### src/rtl/bus_pkg.sv
// Shared definitions for the two-master system bus arbiter: bus instruction
// codes, arbiter state encoding and owner identifiers.
package bus_pkg;

   localparam logic [1:0] INSTR_NONE  = 2'b00;
   localparam logic [1:0] INSTR_WRITE = 2'b10;
   localparam logic [1:0] INSTR_READ  = 2'b11;

   typedef enum logic [1:0] {
      IDLE     = 2'b00,
      GRANT_M1 = 2'b01,
      GRANT_M2 = 2'b10,
      RELEASE  = 2'b11
   } arb_state_t;

   typedef enum logic {
      OWNER_M1 = 1'b0,
      OWNER_M2 = 1'b1
   } owner_t;

endpackage

### src/rtl/arb_watchdog.sv
// Grant watchdog: counts cycles while a master owns the bus and flags expiry
// on the cycle the count reaches LIMIT-1. Clearing outside a grant means every
// new owner starts from zero.
module arb_watchdog #(
   parameter int unsigned LIMIT = 1023
) (
   input  logic clk,
   input  logic reset,
   input  logic clear,
   input  logic enable,
   output logic expire
);

   localparam int CNT_W = (LIMIT > 2) ? $clog2(LIMIT) : 1;

   logic [CNT_W-1:0] count;

   // Cycle counter, restarted whenever the bus is not owned.
   always_ff @(posedge clk) begin
      if (reset || clear) begin
         count <= '0;
      end else if (enable) begin
         count <= count + 1'b1;
      end
   end

   assign expire = enable && (count == CNT_W'(LIMIT - 1));

endmodule

### src/rtl/bus_arbiter.sv
// Two-master round-robin bus arbiter. The owner's request fields are captured
// on the grant edge and held until the bus reports trans_done, followed by one
// dead RELEASE cycle before the next owner.
// Optional feature macro: ARB_TIMEOUT_EN adds a grant watchdog that forces a
// release (without a done pulse) and sets a sticky timeout_err.
module bus_arbiter
   import bus_pkg::*;
#(
   parameter int unsigned SLAVE_LEN      = 2,
   parameter int unsigned ADDR_LEN       = 12,
   parameter int unsigned DATA_LEN       = 8,
   parameter int unsigned TIMEOUT_CYCLES = 1023
) (
   input  logic                 clk,
   input  logic                 reset,
   input  logic                 m1_req,
   input  logic [1:0]           m1_instruction,
   input  logic [SLAVE_LEN-1:0] m1_slave_select,
   input  logic [ADDR_LEN-1:0]  m1_address,
   input  logic [DATA_LEN-1:0]  m1_data,
   input  logic                 m2_req,
   input  logic [1:0]           m2_instruction,
   input  logic [SLAVE_LEN-1:0] m2_slave_select,
   input  logic [ADDR_LEN-1:0]  m2_address,
   input  logic [DATA_LEN-1:0]  m2_data,
   input  logic                 trans_done,
   output logic                 m1_grant,
   output logic                 m2_grant,
   output logic                 m1_done,
   output logic                 m2_done,
   output logic [1:0]           instruction,
   output logic [SLAVE_LEN-1:0] slave_select,
   output logic [ADDR_LEN-1:0]  address,
   output logic [DATA_LEN-1:0]  data_out,
   output logic                 bus_busy,
   output logic                 timeout_err
);

   arb_state_t           state, state_next;
   owner_t               last_owner, last_owner_next;
   logic                 m1_grant_next, m2_grant_next;
   logic                 m1_done_next, m2_done_next;
   logic [1:0]           instruction_next;
   logic [SLAVE_LEN-1:0] slave_select_next;
   logic [ADDR_LEN-1:0]  address_next;
   logic [DATA_LEN-1:0]  data_out_next;
   logic                 timeout_err_next;
   logic                 pick_m1, pick_m2;
   logic                 expire;

   assign bus_busy = (state == GRANT_M1) || (state == GRANT_M2);

   // On contention the master that did not own the bus last wins.
   assign pick_m1 = m1_req && (!m2_req || (last_owner == OWNER_M2));
   assign pick_m2 = m2_req && !pick_m1;

`ifdef ARB_TIMEOUT_EN
   arb_watchdog #(
      .LIMIT (TIMEOUT_CYCLES)
   ) u_watchdog (
      .clk    (clk),
      .reset  (reset),
      .clear  (!bus_busy),
      .enable (bus_busy),
      .expire (expire)
   );
`else
   logic unused_timeout_cfg;
   assign unused_timeout_cfg = ^TIMEOUT_CYCLES;
   assign expire = 1'b0;
`endif

   // Next-state and next-output logic; everything the bus sees is registered.
   always_comb begin
      state_next        = state;
      last_owner_next   = last_owner;
      m1_grant_next     = m1_grant;
      m2_grant_next     = m2_grant;
      m1_done_next      = 1'b0;
      m2_done_next      = 1'b0;
      instruction_next  = instruction;
      slave_select_next = slave_select;
      address_next      = address;
      data_out_next     = data_out;
      timeout_err_next  = timeout_err;
      unique case (state)
         IDLE: begin
            if (pick_m1) begin
               state_next        = GRANT_M1;
               m1_grant_next     = 1'b1;
               instruction_next  = m1_instruction;
               slave_select_next = m1_slave_select;
               address_next      = m1_address;
               data_out_next     = m1_data;
            end else if (pick_m2) begin
               state_next        = GRANT_M2;
               m2_grant_next     = 1'b1;
               instruction_next  = m2_instruction;
               slave_select_next = m2_slave_select;
               address_next      = m2_address;
               data_out_next     = m2_data;
            end
         end
         GRANT_M1: begin
            if (trans_done || expire) begin
               state_next       = RELEASE;
               m1_grant_next    = 1'b0;
               instruction_next = INSTR_NONE;
               last_owner_next  = OWNER_M1;
               m1_done_next     = trans_done;
               timeout_err_next = timeout_err || !trans_done;
            end
         end
         GRANT_M2: begin
            if (trans_done || expire) begin
               state_next       = RELEASE;
               m2_grant_next    = 1'b0;
               instruction_next = INSTR_NONE;
               last_owner_next  = OWNER_M2;
               m2_done_next     = trans_done;
               timeout_err_next = timeout_err || !trans_done;
            end
         end
         RELEASE: begin
            state_next = IDLE;
         end
         default: begin
            state_next = IDLE;
         end
      endcase
   end

   // State and output registers with synchronous reset.
   always_ff @(posedge clk) begin
      if (reset) begin
         state        <= IDLE;
         last_owner   <= OWNER_M2;
         m1_grant     <= 1'b0;
         m2_grant     <= 1'b0;
         m1_done      <= 1'b0;
         m2_done      <= 1'b0;
         instruction  <= INSTR_NONE;
         slave_select <= SLAVE_LEN'(1);
         address      <= '0;
         data_out     <= '0;
         timeout_err  <= 1'b0;
      end else begin
         state        <= state_next;
         last_owner   <= last_owner_next;
         m1_grant     <= m1_grant_next;
         m2_grant     <= m2_grant_next;
         m1_done      <= m1_done_next;
         m2_done      <= m2_done_next;
         instruction  <= instruction_next;
         slave_select <= slave_select_next;
         address      <= address_next;
         data_out     <= data_out_next;
         timeout_err  <= timeout_err_next;
      end
   end

endmodule

### config.mk
export PLATFORM = sky130hd
export DESIGN_NAME = bus_arbiter
export DESIGN_NICKNAME = d
export VERILOG_FILES = /design/src/rtl/bus_pkg.sv /design/src/rtl/arb_watchdog.sv /design/src/rtl/bus_arbiter.sv
export SDC_FILE = /design/constraint.sdc
export NUM_CORES = 1
export LEC_CHECK = 0
export BUFFER_PORTS_ARGS = -buffer_cell sky130_fd_sc_hd__buf_2
export CAP_MARGIN = 10
export CORE_ASPECT_RATIO = 0.75
export CORE_MARGIN = 3
export CORE_UTILIZATION = 35
export DETAILED_ROUTE_END_ITERATION = 10
export PLACE_DENSITY = 0.69
export SYNTH_ARGS = -nofsm -noshare
export SYNTH_HDL_FRONTEND = slang
export SYNTH_SLANG_ARGS = --single-unit
### constraint.sdc
create_clock -name clk -period 1.35 [get_ports clk]
set_input_delay 0.135 -clock clk [delete_from_list [all_inputs] [get_ports clk]]
set_output_delay 0.135 -clock clk [all_outputs]
set_load 0.03 [all_outputs]
==> results of run 1 <==
-- metrics by stage --
| step | util | instances |
|---|---|---|
| after floorplan | - | 176 |
| after global placement | 0.525 | 307 |
| after detailed placement | 0.525 | 307 |
| after CTS | 0.566 | 320 |
| after global routing | 0.568 | 320 |
| final | 0.568 | 320 |
-- worst register-to-register path, stage by stage (launching register included) --
cell and delay, ps:
dfxtp_2 360, inv_2 50, ha_4 210, or4_4 540
o2bb2ai_2 120
-- metal layers --
layer | up-vias | wire (um)
li1 | 798 | -
met1 | 663 | 1880
met2 | 66 | 1730
met3 | 8 | 383
met4 | 0 | 61
met5 | - | 0
-- flip-flops by register name (all words and copies together), names as in the netlist --
register      cells
last_owner        1
instruction       2
m1_done           1
m2_done           1
m2_grant          1
address          12
timeout_err       1
data_out          8
slave_select      2
m1_grant          1
state             2
-- layout by cell type, fill, tap and decap left out, drive strengths merged, types with 2 or more instances in the layout --
cell type / count
a21oi: 6
a31oi: 23
and3: 2
buf: 97
clkbuf: 8
dfxtp: 32
ha: 4
inv: 6
mux2i: 3
nand2: 47
o21ai: 23
o2bb2ai: 2
-- kinds of logic (layout without fill, tap and decap cells) --
kind of cell               count (synthesis)  after routing  synth area share
buffers and inverters                     19            111            0.0726
muxes                                      3              3            0.0210
adders and majority gates                  4              4            0.0350
and+or+nand+nor                           58             58             0.170
DFF                                       32             32             0.448
AOI/OAI and AO/OA                         60             60             0.254
-- power by group --
part           internal, mW  switching (mW)
Clock                 0.416           0.344
Sequential             1.27           0.168
Combinational          1.00            1.49
-- worst max-delay path by stage --
| stage | start | endpoint | slack (ps) | cells after the start |
|---|---|---|---|---|
| 6_report | state[0]$_SDFFE_PP0P_ | instruction[1]$_SDFFE_PP0P_ | 5 | 4 |
| 5_1_grt | state[0]$_SDFFE_PP0P_ | state[1]$_SDFFE_PP0P_ | -50 | 7 |
| 4_1_cts | state[0]$_SDFFE_PP0P_ | bus_busy | -6 | 4 |
| 2_1_floorplan | state[0]$_SDFFE_PP0P_ | instruction[0]$_SDFFE_PP0P_ | -30 | 6 |
| 3_3_place_gp | state[1]$_SDFFE_PP0P_ | instruction[1]$_SDFFE_PP0P_ | 20 | 4 |
| 3_5_place_dp | state[1]$_SDFFE_PP0P_ | instruction[1]$_SDFFE_PP0P_ | -20 | 4 |
-- what timing repair did --
| action | CTS | global route |
|---|---|---|
| setup endpoints to repair | 4 | 11 |
| gates resized for setup | 7 | 3 |
| setup buffers | 5 | 0 |
-- final cells by class --
class                      count  area (sq um)
inverter                       6          22.5
timing repair buffer          97           579
clock buffer                   8          90.1
fill                         357          1630
tap                           52          65.1
sequential                    32           643
multi-input combinational    125           746
==> results.toml, run 1 <==
[clock_network]
root_buffer = "clkbuf_8"
clkSinkCount = 32
clockBufferDepth = 2
path_clk_slew_ps = 70
cts_tree = "yes"
cts-hold-fix-buffers = 0
clk_latency_ps = 280
cts_inserted_buffers = 5
cts_max_level = 2

[yosys]
yosysMostFrequentCell = "nand2_1"
synth.cells.most_frequent = "nand2_1, dfxtp_1, a31oi_1, o21ai_0"
syn_nets = 233
synth_cell_types = 29
synth.avg_cell_area_sq_um = 8.13
synth_top_area_share = 0.448
yosysWarningCount = 0
synth_area_leaders = "dfxtp_1, nand2_1, a31oi_1"
syn-cell-area_sq_mm = 0.00143
synth-seq-area-share = 0.448
ys_seq_elements = 32
synth_top_area_cell = "dfxtp_1"
synth_cells = 176
synthArstFlopShare = 0
synth_flop_cell = "dfxtp_1"
synth_edf_count = 0

[sta]
whs_ps = 100
max_freq_ghz = 0.744
rsz0062_at_grt = "true"
setup_slack_ps = 5.26
fin_skew_ps = 6.24
fin_crit_ps = 1340
final_hold_viol_count = 0
finalCritPeriodShare = 0.996
slew_violations = 0
setup_viol = 0
slew_headroom = 0.818
tns_ps = 0
tightest_slew_ps = 271

[setup_path]
critical_path_required_ps = 1570
cp-end-kind = "register"
crit_fanout = 3
slowest_stage = "or4_4"
timing.rr.start = "state[0]$_SDFFE_PP0P_"
worst-path-buf-inv = 1
reg2regPathDepth = 4
crit_path_cell_trace = "inv_2, ha_4, or4_4, o2bb2ai_2"
critPathKind = "register to register"
rrSetupSlack_ps = 5
crit_family = "simple AND/OR/NAND/NOR gates"
cp_data_arrival_time_ps = 1560
r2r-end = "instruction[1]$_SDFFE_PP0P_"
startpoint_type = "register"
cp_slowest_stage_delay_ps = 540

[detailed_routing]
avgViaCountPerCell = 4.80
vias = 1535
routed_wl_mm = 4.06
drc = 0
drt_iter0_drc = 50
ant_nets = 0
avgRoutedWirePerCell_um = 12.7
drt_first_pass_iters = 4

[floorplanning]
die_w_um = 79.8
die_area_sq_mm = 0.00490
boundaryPins = 83
start_util = 0.378
die_h_um = 61.4
rows = 19
coreArea_sq_mm = 0.00378

[pwr]
power.density_mw_per_mm2 = 2190
leakage_nw = 1.04
vdd_drop_max_mv = 1.17
p_total_mw = 4.69

[flow_run]
drv_cap = 0

[global_routing]
grt_pass1_vias = 1373
overflow = 0
grt_use_met3 = 0.0526
grt_antenna_before_repair = 0
grt_max_degree = 27
grt.met1_usage = 0.216
grt_pass1_wl_mm = 6.29
top_usage_layer = "met2"
use_met2 = 0.265
track_usage = 0.168

[min_path]
worstHoldStart = "m2_slave_select[1]"
hold_depth = 3
hold_path_class = "input port to register"
hold_end = "slave_select[1]$_SDFFE_PP0P_"

[placement]
gp_congestion = 0.701
dp.final_hpwl_mm = 2.95
port_buffers = 82
pre_cts_ws_ps = -23.6
postPlaceCellArea_sq_mm = 0.00198

[finish]
finalInstanceArea_sq_mm = 0.00215
antennaDiodeCount = 0
area_delta_synth_final_pct = 50.0
fin_nets = 324
drive_gt1_frac = 0.440

[outcome]
status = "finished clean"
Note: power is estimated with default switching activity, not from simulation.
==> inputs of run 2 (changes only) <==
--- a/config.mk
+++ b/config.mk
@@ -7,11 +7,12 @@
 export LEC_CHECK = 0
 export BUFFER_PORTS_ARGS = -buffer_cell sky130_fd_sc_hd__buf_2
 export CAP_MARGIN = 10
-export CORE_ASPECT_RATIO = 0.75
+export CORE_ASPECT_RATIO = 0.7
 export CORE_MARGIN = 3
 export CORE_UTILIZATION = 35
 export DETAILED_ROUTE_END_ITERATION = 10
 export PLACE_DENSITY = 0.69
+export REMOVE_ABC_BUFFERS = 1
 export SYNTH_ARGS = -nofsm -noshare
 export SYNTH_HDL_FRONTEND = slang
 export SYNTH_SLANG_ARGS = --single-unit
==> run 2 against run 1 <==
The run now ends with setup timing left. Via count is 0.39% higher. Clock power down 3.6%. Final area up 2.3%. Non-clock buffer count unchanged. Global-route usage fell by 0.19 points. Largest power group unchanged.
==> results.toml, run 2 (synthesis results as in run 1) <==
[outcome]
status = "finished, violations left"
violations = "setup timing"

[finish]
top_register = "address"
multiInputGateArea_sq_um = 769
fin_nets = 324
area_delta_synth_final_pct = 53.5
finalInstanceArea_sq_mm = 0.00220
layout_common_cells = "buf_2, nand2_1, dfxtp_1"
fill_cells = 347
utilization = 0.591
drive_gt1_frac = 0.451
antennaDiodeCount = 0
final_common_cell = "buf_2"
reg_top3 = "address (12), data_out (8)"
seqCellArea_sq_um = 643
largest_reg_flops = 12

[global_routing]
use_met2 = 0.267
grt_antenna_before_repair = 0
grt_max_degree = 43
track_usage = 0.166
grt_use_met3 = 0.0502
grt.met1_usage = 0.214
grt_pass1_vias = 1396
top_usage_layer = "met2"
grt_pass1_wl_mm = 6.14
overflow = 0

[detailed_routing]
drt_first_pass_iters = 4
routed_wl_mm = 4.13
avgViaCountPerCell = 4.85
drc = 0
ant_nets = 0
avgRoutedWirePerCell_um = 13.0
vias = 1541
drt_iter0_drc = 50

[setup_path]
crit_fanout = 4
slowest_stage = "or4_4"
cp_data_arrival_time_ps = 1560
startpoint_type = "register"
critPathKind = "register to register"
critical_path_required_ps = 1560
crit_path_cell_trace = "inv_2, ha_4, nor3b_4, or4_4, o2bb2ai_2"
cp-end-kind = "register"
cp_slowest_stage_delay_ps = 440

[floorplanning]
die_h_um = 59.5
die_area_sq_mm = 0.00490
rows = 18
die_w_um = 82.4
start_util = 0.385
coreArea_sq_mm = 0.00372
boundaryPins = 83

[clock_network]
path_clk_slew_ps = 60
clockBufferDepth = 2
cts_inserted_buffers = 5
root_buffer = "clkbuf_8"
cts_tree = "yes"
cts_max_level = 2
clkSinkCount = 32
clk_latency_ps = 270

[pwr]
leakage_nw = 1.06
p_total_mw = 4.83
power.density_mw_per_mm2 = 2200
vdd_drop_max_mv = 0.909

[sta]
tightest_slew_ps = 249
finalCritPeriodShare = 1.00
tns_ps = -0.859
max_freq_ghz = 0.740
fin_crit_ps = 1350
fin_skew_ps = 1.64
slew_headroom = 0.834
final_hold_viol_count = 0
rsz0062_at_grt = "true"
slew_violations = 0
setup_viol = 1
setup_slack_ps = -0.859

[placement]
dp.final_hpwl_mm = 2.82
postPlaceCellArea_sq_mm = 0.00197
port_buffers = 82
gp_congestion = 0.772

[flow_run]
drv_cap = 0

[min_path]
hold_path_class = "input port to register"
[run 2: changes by cell type in the layout (fill, tap and decap cells not counted), moves of 2 or more]
cell,previous run,this run
buf_4,11,7
mux2i_1,3,1
buf_6,1,4
mux2i_2,0,2
[run 2: worst max-delay path: cells and delay by family, from the launching register on]
kind / cells / cell delay, ps
and+or+nand+nor: 2 / 600
DFF: 1 / 340
adders and majority gates: 1 / 170
AOI/OAI and AO/OA: 1 / 130
buffers and inverters: 1 / 50
[run 2: path summary, 6_finish.rpt]
check                                         startpoint                          end  slack, ps  cells past startpoint
worst max-delay path               state[0]$_SDFFE_PP0P_  instruction[1]$_SDFFE_PP0P_       -0.9                      5
worst min-delay path                          m2_data[6]     data_out[6]$_SDFFE_PP0P_        110                      3
worst max register to register     state[0]$_SDFFE_PP0P_  instruction[1]$_SDFFE_PP0P_       -0.9                      5
worst min register to register  timeout_err$_SDFFE_PP0P_     timeout_err$_SDFFE_PP0P_        470                      1
[run 2: timing repair]
action                                  CTS  global route
pin swaps                                 3             1
buffers inserted                          1             0
cloned                                    0             1
endpoints found under the setup margin   11            23
hold buffers                              0             0
resized for setup                        17            10
[run 2: cell type report]
type,instances,area share
timing repair buffer,97,0.277
inverter,6,0.0103
sequential,32,0.293
tap,50,0.0285
clock buffer,8,0.0410
multi-input combinational,125,0.350
[run 2: layer usage]
metal  up-vias  share of wire
met5         -              0
met4         0         0.0087
met3         5          0.088
met2        62           0.43
met1       676           0.48
li1        798              -
[run 2: metrics by stage]
stage               instances  hold WS, ps  setup WS (ps)
global placement          308          395          -67.9
global route              318          109          -40.0
detailed placement        308          397           -121
floorplan                 163          204           -411
finish                    318          110         -0.859
CTS                       317         99.8           6.43
[run 2: where the power goes]
group / switching, mW / leakage (nW) / internal [mW] / total (mW)
clock network: 0.317 / 0.0455 / 0.415 / 0.732
logic: 1.56 / 0.746 / 1.11 / 2.67
registers: 0.157 / 0.265 / 1.27 / 1.43
total: 2.04 / 1.06 / 2.79 / 4.83
==> inputs of run 3 (changes only) <==
==> constraint.sdc (replaced) <==
create_clock -name clk -period 1.08 [get_ports clk]
set_input_delay 0.108 -clock clk [delete_from_list [all_inputs] [get_ports clk]]
set_output_delay 0.108 -clock clk [all_outputs]
set_load 0.03 [all_outputs]
==> run 3 against run 2 <==
The flow still finishes with violations (setup timing). Routed wire length up 24%. Fmax is 2.7% lower. Clock skew is 4.2 ps higher. Final area rose by 26%. Via count up 9.3%. Power is 61% higher. Combinational power grew 79%. First-iteration DRC count grew 58%. Worst hold slack got worse by 34 ps. Sequential power grew 31%. Core utilization increased by 15 points.
==> results.toml, run 3 (synthesis results as in run 1) <==
[sta]
fin_skew_ps = 5.82
max_freq_ghz = 0.720
final_hold_viol_count = 0
slew_headroom = 0.818
setup_slack_ps = -308
setup_viol = 30
whs_ps = 75.2
finalCritPeriodShare = 1.29
fin_crit_ps = 1390
slew_violations = 0
rsz0062_at_grt = "true"
tightest_slew_ps = 272

[placement]
port_buffers = 82
dp.final_hpwl_mm = 2.98
pre_cts_ws_ps = -380
gp_congestion = 0.775

[clock_network]
cts_max_level = 2
cts_inserted_buffers = 5
path_clk_slew_ps = 70
clk_latency_ps = 280
root_buffer = "clkbuf_8"
clkSinkCount = 32
clockBufferDepth = 2
cts-hold-fix-buffers = 0
cts_tree = "yes"

[setup_path]
cp-end-kind = "register"
startpoint_type = "register"
cp_data_arrival_time_ps = 1600
crit_fanout = 2
critPathKind = "register to register"
critical_path_required_ps = 1300

[global_routing]
grt_antenna_before_repair = 0
track_usage = 0.216
grt_pass1_wl_mm = 7.86
overflow = 0
grt_pass1_vias = 1672
grt_max_degree = 24

[pwr]
leakage_nw = 1.24
power.density_mw_per_mm2 = 2820
p_total_mw = 7.77
vdd_drop_max_mv = 1.42

[flow_run]
drv_cap = 0

[detailed_routing]
wl_met1_mm = 2.33
dr_wl_met3_um = 376
avgRoutedWirePerCell_um = 15.3
maxUsedRoutingLayer = "met4"
drc = 0
vias = 1685
routed_wl_mm = 5.10
wl_met2_mm = 2.35
drt_first_pass_iters = 5
drt_iter0_drc = 79
avgViaCountPerCell = 5.06
ant_nets = 0

[floorplanning]
coreArea_sq_mm = 0.00372
start_util = 0.385
die_w_um = 82.4
die_area_sq_mm = 0.00490
die_h_um = 59.5
rows = 18
boundaryPins = 83

[finish]
antennaDiodeCount = 0
final_common_cell = "buf_2"
top_register = "address"
layout_common_cells = "buf_2, nand2_1, dfxtp_1"
reg_top3 = "address (12), data_out (8)"
fin_nets = 339
largest_reg_flops = 12
area_delta_synth_final_pct = 92.7
utilization = 0.742
drive_gt1_frac = 0.601

[outcome]
status = "finished, violations left"
violations = "setup timing"

[min_path]
hold_path_class = "input port to register"
run 3: stage by stage:
step,std cells,area (sq um),TNS [ps]
4_1_cts,336,2640,-4720
3_3_place_gp,315,2030,-5860
2_1_floorplan,163,1350,-17270
6_report,333,2760,-4420
3_5_place_dp,315,2030,-6720
5_1_grt,333,2760,-5940
run 3: power by group:
group / switching [mW] / internal [mW]
combinational: 2.59 / 2.20
sequential: 0.280 / 1.60
clock: 0.421 / 0.684
total: 3.29 / 4.48
run 3: layout make-up:
class	instances	area (sq um)
multi-input cells	125	1080
fillers	275	960
repair buffers	112	843
flip-flops and latches	32	644
clock buffers	6	72.6
well taps	50	62.6
clock inverters	2	35.0
inverters	6	22.5
run 3: worst paths after layout:
check,startpoint,end,slack (ps),depth (start not counted)
min reg2reg,timeout_err$_SDFFE_PP0P_,timeout_err$_SDFFE_PP0P_,470,1
max,state[0]$_SDFFE_PP0P_,instruction[0]$_SDFFE_PP0P_,-310,4
min,m2_data[2],data_out[2]$_SDFFE_PP0P_,80,3
max reg2reg,state[0]$_SDFFE_PP0P_,instruction[0]$_SDFFE_PP0P_,-310,4
run 3: what timing repair did:
item	in CTS	in global routing
gates resized for setup	72	30
gates cloned	6	0
endpoints found under the setup margin	30	32
buffers inserted	8	3
pin swaps	9	11
run 3: metal layers:
metal / vias to the layer above / global-route usage
li1: 837 / -
met1: 775 / 0.283
met2: 67 / 0.346
met3: 6 / 0.0471
met4: 0 / 0.0853
met5: - / 0
run 3: worst max-delay path, stage by stage (launching register included):
cell and delay [ps]:
dfxtp_2 340, inv_2 50, ha_4 230, or4_4 550, o2bb2ai_2 150
